File: src/rtl/ap_tag_pkg.sv
// Shared constants, resolver state encoding and width helpers for the
// associative-processor tag unit.
package ap_tag_pkg;

    localparam logic [1:0] TAG_LOAD    = 2'b00;
    localparam logic [1:0] TAG_AND_ACC = 2'b01;
    localparam logic [1:0] TAG_OR_ACC  = 2'b10;
    localparam logic [1:0] TAG_CLEAR   = 2'b11;

    typedef enum logic [1:0] {
        RS_IDLE = 2'd0,
        RS_SCAN = 2'd1,
        RS_DONE = 2'd2
    } rs_state_t;

    function automatic int idx_width(input int n);
        return (n <= 1) ? 1 : $clog2(n);
    endfunction

    // A count must be able to hold n itself, hence one bit more than an index.
    function automatic int cnt_width(input int n);
        return idx_width(n) + 1;
    endfunction

endpackage

File: src/rtl/ap_tag_chunk_scan.sv
// One chunk of the tag snapshot: popcount, lowest set-bit offset and a
// non-zero flag, all combinational.
module ap_tag_chunk_scan
    import ap_tag_pkg::*;
#(
    parameter int SCAN_W = 16,
    parameter int OFF_W  = idx_width(SCAN_W),
    parameter int POP_W  = cnt_width(SCAN_W)
) (
    input  logic [SCAN_W-1:0] chunk,
    output logic [POP_W-1:0]  pop,
    output logic [OFF_W-1:0]  off,
    output logic              nz
);

    always_comb begin
        pop = '0;
        off = '0;
        for (int i = 0; i < SCAN_W; i++) begin
            pop = pop + POP_W'(chunk[i]);
        end
        // Walk downwards so the last hit written is the lowest index.
        for (int i = SCAN_W - 1; i >= 0; i--) begin
            if (chunk[i]) begin
                off = OFF_W'(i);
            end
        end
    end

    assign nz = |chunk;

endmodule

File: src/rtl/ap_tag_unit.sv
// Row tag register with multi-pass accumulate modes, TSC tag, and a
// chunked resolver reporting match-any, match count and first match.
//
// state   | meaning
// --------+-----------------------------------------------------------
// RS_IDLE | waiting for resolve_start; snapshot taken on the start edge
// RS_SCAN | one SCAN_W chunk of the snapshot processed per cycle
// RS_DONE | results valid, resolve_done high for this single cycle
module ap_tag_unit
    import ap_tag_pkg::*;
#(
    parameter int DATA_DEPTH = 128,
    parameter int NUM_SRC    = 3,
    parameter int SCAN_W     = 16,
    parameter int IDX_W      = $clog2(DATA_DEPTH),
    parameter int CNT_W      = IDX_W + 1
) (
    input  logic                          clk,
    input  logic                          rst,
    input  logic [NUM_SRC*DATA_DEPTH-1:0] tag_src,
    input  logic [NUM_SRC-1:0]            src_en,
    input  logic [DATA_DEPTH-1:0]         tag_f_tsc,
    input  logic                          in_valid,
    input  logic [1:0]                    mode,
    input  logic                          resolve_start,
    output logic [DATA_DEPTH-1:0]         tag,
    output logic [DATA_DEPTH-1:0]         tag_tsc,
    output logic                          resolve_busy,
    output logic                          resolve_done,
    output logic                          match_any,
    output logic [CNT_W-1:0]              match_cnt,
    output logic [IDX_W-1:0]              first_idx
);

    localparam int NCHUNK = DATA_DEPTH / SCAN_W;
    localparam int PTR_W  = idx_width(NCHUNK);
    localparam int OFF_W  = idx_width(SCAN_W);
    localparam int POP_W  = cnt_width(SCAN_W);

    logic [DATA_DEPTH-1:0] comb;
    rs_state_t             state_q, state_d;
    logic [DATA_DEPTH-1:0] snap;
    logic [PTR_W-1:0]      ptr;
    logic [CNT_W-1:0]      count, count_nxt;
    logic                  found;
    logic [IDX_W-1:0]      first_w, cand;
    logic [SCAN_W-1:0]     chunk;
    logic [POP_W-1:0]      pop;
    logic [OFF_W-1:0]      off;
    logic                  nz;
    logic                  last_chunk;

    // A disabled source contributes all ones, so it never masks a row.
    always_comb begin
        comb = '1;
        for (int s = 0; s < NUM_SRC; s++) begin
            comb = comb & (tag_src[s*DATA_DEPTH +: DATA_DEPTH] | {DATA_DEPTH{~src_en[s]}});
        end
    end

    always_ff @(posedge clk) begin
        if (rst) begin
            tag     <= '0;
            tag_tsc <= '0;
        end else if (in_valid) begin
            case (mode)
                TAG_LOAD:    tag <= comb;
                TAG_AND_ACC: tag <= tag & comb;
                TAG_OR_ACC:  tag <= tag | comb;
                default:     tag <= '0;
            endcase
            tag_tsc <= (mode == TAG_CLEAR) ? '0 : (tag_src[DATA_DEPTH-1:0] & tag_f_tsc);
        end
    end

    assign chunk      = snap[int'(ptr)*SCAN_W +: SCAN_W];
    assign last_chunk = (ptr == PTR_W'(NCHUNK - 1));
    assign count_nxt  = count + CNT_W'(pop);
    assign cand       = IDX_W'(int'(ptr) * SCAN_W) + IDX_W'(off);

    ap_tag_chunk_scan #(
        .SCAN_W (SCAN_W),
        .OFF_W  (OFF_W),
        .POP_W  (POP_W)
    ) u_scan (
        .chunk (chunk),
        .pop   (pop),
        .off   (off),
        .nz    (nz)
    );

    always_ff @(posedge clk) begin
        if (rst) begin
            state_q <= RS_IDLE;
        end else begin
            state_q <= state_d;
        end
    end

    always_comb begin
        state_d = state_q;
        case (state_q)
            RS_IDLE: if (resolve_start) state_d = RS_SCAN;
            RS_SCAN: if (last_chunk)    state_d = RS_DONE;
            RS_DONE:                    state_d = RS_IDLE;
            default:                    state_d = RS_IDLE;
        endcase
    end

    always_comb begin
        resolve_busy = 1'b0;
        resolve_done = 1'b0;
        case (state_q)
            RS_SCAN: resolve_busy = 1'b1;
            RS_DONE: resolve_done = 1'b1;
            default: ;
        endcase
    end

    // Results are written on the final scan edge so they are valid alongside
    // the done pulse, and then hold until the next completed resolve.
    always_ff @(posedge clk) begin
        if (rst) begin
            snap      <= '0;
            ptr       <= '0;
            count     <= '0;
            found     <= 1'b0;
            first_w   <= '0;
            match_any <= 1'b0;
            match_cnt <= '0;
            first_idx <= '0;
        end else begin
            case (state_q)
                RS_IDLE: begin
                    if (resolve_start) begin
                        snap    <= tag;
                        ptr     <= '0;
                        count   <= '0;
                        found   <= 1'b0;
                        first_w <= '0;
                    end
                end
                RS_SCAN: begin
                    count <= count_nxt;
                    ptr   <= ptr + PTR_W'(1);
                    if (!found && nz) begin
                        found   <= 1'b1;
                        first_w <= cand;
                    end
                    if (last_chunk) begin
                        match_cnt <= count_nxt;
                        match_any <= (count_nxt != '0);
                        first_idx <= found ? first_w : (nz ? cand : '0);
                    end
                end
                default: ;
            endcase
        end
    end

endmodule

File: config.mk
export PLATFORM = sky130hd
export DESIGN_NAME = ap_tag_unit
export DESIGN_NICKNAME = d
export VERILOG_FILES = /design/src/rtl/ap_tag_pkg.sv /design/src/rtl/ap_tag_chunk_scan.sv /design/src/rtl/ap_tag_unit.sv
export SDC_FILE = /design/constraint.sdc
export NUM_CORES = 1
export LEC_CHECK = 0
export ABC_AREA = 0
export BUFFER_PORTS_ARGS = -buffer_cell sky130_fd_sc_hd__buf_2
export CORE_AREA = 5 5 302 304
export CTS_BUF_LIST = sky130_fd_sc_hd__clkbuf_8
export CTS_CLUSTER_DIAMETER = 120
export DETAILED_ROUTE_END_ITERATION = 16
export DIE_AREA = 0 0 307 309
export PLACE_DENSITY = 0.51
export SLEW_MARGIN = 20
export SYNTH_ARGS = -nofsm -noshare
export SYNTH_HDL_FRONTEND = slang
export SYNTH_SLANG_ARGS = --single-unit
File: constraint.sdc
create_clock -name clk -period 6.1 [get_ports clk]
set_clock_uncertainty 0.15 [all_clocks]
set_input_delay 0.61 -clock clk [delete_from_list [all_inputs] [get_ports clk]]
set_output_delay 0.61 -clock clk [all_outputs]
set_load 0.02 [all_outputs]
After elaboration in Yosys (flattened, before gate mapping)
Cells that the tools add are included.

Add/subtract/negate cells: 18. Equality and inequality tests: 9. Shift-type cells: 1. Mux-type cells: 35. Bitwise operators: 11. Reductions and logical operators: 12.

Operators by type and width (number): $and A128 B128 Y128 (4); $or A128 B128 Y128 (4); $pmux W128 S3 (1); $mux W128 (1); $shiftx A128 B8 Y16 (1); $add A5 B1 Y5 (14); $mux W4 (16); $mux W7 (4); $pmux W8 S2 (1); $reduce_or A16 Y1 (1); $pmux W7 S2 (1); $add A8 B5 Y8 (1); $mux W8 (1); $reduce_and A2 Y1 (4); $reduce_bool A8 Y1 (1); $add A7 B4 Y7 (1); $eq A2 B2 Y1 const B (3); $ne A2 B2 Y1 const B (3); $pmux W3 S2 (1); $eq A2 B1 Y1 const B (2); $logic_not A2 Y1 (2); $mux W1 (4); $mux W2 (2); $pmux W2 S2 (1); other kinds (10) (12).

Bits in registers: 421. Bits of input ports: 521. Output and inout bits: 274. Word-level logic and storage cells: 97.

Longest topological paths before layout
Depth after elaboration: 20. Mapped depth: 24.

Hierarchy
Synthesis repeated with hierarchy kept, for this count alone.

Cells, all modules: 2433. Area, all modules: 19376.1 um^2.

Modules (own cells, without submodules): ap_tag_unit (instances 1, cells each 2361, area each 18826.8 um^2); ap_tag_chunk_scan (instances 1, cells each 72, area each 549.3 um^2).

Worst setup path after synthesis
OpenSTA, ideal clock, no wires.

Kind: reg2reg. Start: reg ptr[0]. End: reg match_any. Library setup time: 131 ps. Arrival: 6043 ps. Data required time: 5819 ps. Setup slack: -224 ps. Cell stages (with the launch flop): 21. Path buffers: 3. Clock period less this slack: 6324 ps. Cells stage by stage: dfxtp_1 -> buf_6 -> buf_12 -> buf_6 -> mux4_2 -> mux2i_1 -> ha_1 -> fa_1 -> fa_1 -> inv_1 -> fa_1 -> inv_1 -> fa_1 -> fa_1 -> inv_1 -> fa_1 -> fa_1 -> xnor2_1 -> or4b_2 -> nor4_1 -> a31oi_1.

Word-level cells in the longest chain between the ends: 18. Elaborated cells between the ends (all ways): 20. Those cells by class: add/sub (16); eq/ne (1); shift (1); reduce/logical (2).

RTL lines: start: declaration (line ap_tag_unit.sv:43) `logic [PTR_W-1:0] ptr;`; start signal: assignment (line ap_tag_unit.sv:145) `ptr <= ptr + PTR_W'(1);`; $shiftx A128 B8 Y16 (line ap_tag_unit.sv:76) `assign chunk = snap[int'(ptr)*SCAN_W +: SCAN_W];`; $add A1 B1 Y2 (line ap_tag_chunk_scan.sv:20) `pop = pop + POP_W'(chunk[i]);`; $add A5 B1 Y5 (14 in a row) (line ap_tag_chunk_scan.sv:20); $add A8 B5 Y8 (line ap_tag_unit.sv:78) `assign count_nxt = count + CNT_W'(pop);`; $reduce_bool A8 Y1 (line ap_tag_unit.sv:152) `match_any <= (count_nxt != '0);`; end signal: assignment (line ap_tag_unit.sv:152); end: declaration (line ap_tag_unit.sv:30) `output logic match_any,`.

Several ways; a longest one is shown, not always the timed one. A chain may end at the register's enable or synchronous reset.

Final worst setup path
Ends and elaborated chain as after synthesis.

==> summary.md <==
| Metric | Value |
|---|---|
| Setup TNS | `-0.01322 ns` |
| Worst skew pair latency | `0.68 ns` |
| Synth Flop Type | `dfxtp_1` |
| Commonest cells after routing, fill and taps aside | `buf_2, inv_1, dfxtp_1` |
| Antenna viol nets, final | `0` |
| Max-slew headroom | `0.2479` |
| YS warnings | `0` |
| Cell Area, Synth | `19370 µm²` |
| Seq cells post-synth | `421` |
| Yosys top cell by area | `dfxtp_1` |
| Pwr dens | `244.2 nW/µm²` |
| Worst Setup End Kind | `flip-flop` |
| Row count | `109` |
| Area Growth Syn to Fin | `46.10%` |
| Clk slew on worst S/H paths | `0.06 ns` |
| Final Routed Wirelength | `97840 µm` |
| Final hold violations | `0` |
| Reg2reg start | `ptr[0]` |
| TritonRoute pass-1 iters | `7` |
| Vias after detailed routing | `21720` |
| Largest net degree at the start of global routing | `129` |
| Global-route usage over all layers | `0.1929` |
| Part of the Yosys area used for sequential elements | `0.4351` |
| Gr ovfl total | `0` |
| Required time worst endpoint | `6.50 ns` |
| Leakage power | `13.28 nW` |
| RSZ-0062 raised after global routing | `yes` |
| Global-route wire length before repair | `139600 µm` |
| Die width | `307 µm` |
| CTS H-tree depth | `3` |
| Async SR Flop Fraction | `0` |
| Post-route non-filler standard cell count | `4591` |
| Status | `finished, violations left` |
| Synthesized net count | `2975` |
| Port buffer count | `794` |
| Slew @ Worst Pin | `1.128 ns` |
| Post-route DRC | `0` |
| Fin crit share | `1.002` |
| Ratio of cells with drive above 1 in the final layout | `0.3032` |
| GPL Wtd Cong | `0.8742` |
| Post-synth EDFFs | `0` |
| Area contributors post-synth | `dfxtp_1, nand2_1, inv_1` |
| Initial Utilization | `0.2202` |
| Tmin final | `6.113 ns` |
| Avg Cell Area, Syn | `7.979 µm²` |
| Slew Viols, Final | `0` |
| Vias in the first global route | `21430` |
| Fmax | `163.6 MHz` |
| Commonest non-fill, non-tap cell in the layout | `buf_2` |
| Endpoints failing setup | `1` |
| Clk root buf | `clkbuf_8` |
| Core area | `87970 µm²` |
| Min-delay src | `tag_src[31]` |
| Cells after DPL | `4250` |
| Chip Height | `309 µm` |
| CP Launch Type | `flip-flop` |
| Crit path max fanout | `3` |
| Setup ws final | `-0.01322 ns` |
| Kind of critical path | `flip-flop to flip-flop` |
| Top cell type's share of synthesized area | `0.4351` |
| Number of vias per cell | `4.730` |
| Initial antenna violation count | `5` |
| Number of I/O pins | `795` |
| Hold crit path type | `primary input to flip-flop` |
| DPL Wire Length | `73170 µm` |
| Final net count | `3909` |
| Maxcap violations | `0` |
| Clock Path Buffers | `3` |
| TritonCTS clock tree | `done` |
| Total clock sinks | `421` |
| Number of fill cells | `9471` |
| Drt first-iter violations | `2004` |
| Synth cell types | `55` |
| Pre-CTS setup slack | `-0.2117 ns` |
| Critical path launch point | `ptr[0]` |
| VDD IR max | `0.1292 mV` |
| Cells after synthesis | `2428` |
| Area of the die | `94860 µm²` |
| Num CTS Buffers | `79` |
| Avg WL per Cell | `21.31 µm` |
| Crit path DAT | `6.51 ns` |
| Hold slack | `0.07139 ns` |
| Failing checks | `negative setup slack` |
## stage by stage
stage,util,power (mW),cell area [µm²]
after floorplan,-,3.483,19380
after global placement,0.2795,3.975,24580
after detailed placement,0.2795,3.980,24580
after CTS,0.3202,7.029,28170
after global routing,0.3217,7.251,28300
final,0.3218,6.913,28300
## per-layer routing
metal,vias to the layer above,global-route usage,share of wire
li1,10240,-,-
met4,0,0.06233,0.031
met3,183,0.05025,0.079
met1,10380,0.2379,0.41
met2,918,0.3303,0.48
met5,-,0,0
## what timing repair did
item,CTS,global route
setup buffers,1,4
hold buffers,191,0
endpoints found under the hold margin,117,0
cloned,0,0
gates resized for setup,15,17
setup endpoints to repair,8,9
pin swaps,5,9
## final timing paths
kind	endpoint	slack, ns	cells after the start
max	match_any	-0.01	18
min	tag_tsc[31]	0.07	3
min reg2reg	match_cnt[4]	0.30	2
max reg2reg	match_any	-0.01	18
## worst max-delay path, cell delays in order (launching register included)
cell     delay [ns]
dfxtp_4        0.38
buf_12         0.11
mux4_2         0.56
mux2i_4        0.22
ha_4           0.24
fa_1           0.49
fa_1           0.49
inv_1          0.05
fa_1           0.48
inv_1          0.05
fa_1           0.45
fa_2           0.36
inv_2          0.07
fa_2           0.46
fa_2           0.38
xnor2_1        0.15
or4b_4         0.54
nor4_4         0.27
a31oi_1        0.10
## state kept, by name, indices dropped and copies added (netlist names)
name	count
match_any	1
first_idx	7
count	8
match_cnt	8
state_q	2
snap	128
ptr	3
found	1
tag_tsc	128
tag	128
first_w	7
## synthesized netlist by cell type (all sizes together) (3+ instances only)
cell	number
o21a	4
o21ai	133
xnor2	4
inv	411
nor2b	4
nor2	160
fa	11
mux4	32
a222oi	128
buf	30
clkbuf	163
a21boi	3
nand4b	4
nand3	18
a21oi	279
mux2i	14
mux2	5
a32oi	128
a221oi	6
dfxtp	421
nand2	413
nor3	10
ha	15
and2	4
a211oi	3
## report_power, final
group	switching (mW)	total, mW	internal [mW]	leakage [nW]
sequential	0.0796	2.92	2.84	3.42
clock	1.31	2.89	1.58	0.927
combinational	0.666	1.10	0.439	8.93
total	2.05	6.91	4.86	13.3
## cell type report
class	instances	area (µm²)	area share
Timing Repair Buffer	1046	6440	0.2275
Inverter	411	1545	0.05460
Clock buffer	95	1308	0.04620
Tap cell	1165	1458	0.05150
Antenna cell	6	15.01	0.0005305
Clock inverter	44	315.3	0.01114
Sequential cell	421	8433	0.2980
Multi-Input combinational cell	1403	8790	0.3106
## logic make-up after synthesis
kind of cell	Yosys count	share of synthesized area
compound gates	697	0.2447
xor+xnor	6	0.002713
fa+ha+maj	26	0.02106
buf+inv	604	0.1198
flops	421	0.4351
mux	51	0.04993
simple gates	623	0.1268
No activity file was read; power rests on OpenSTA's default activity.
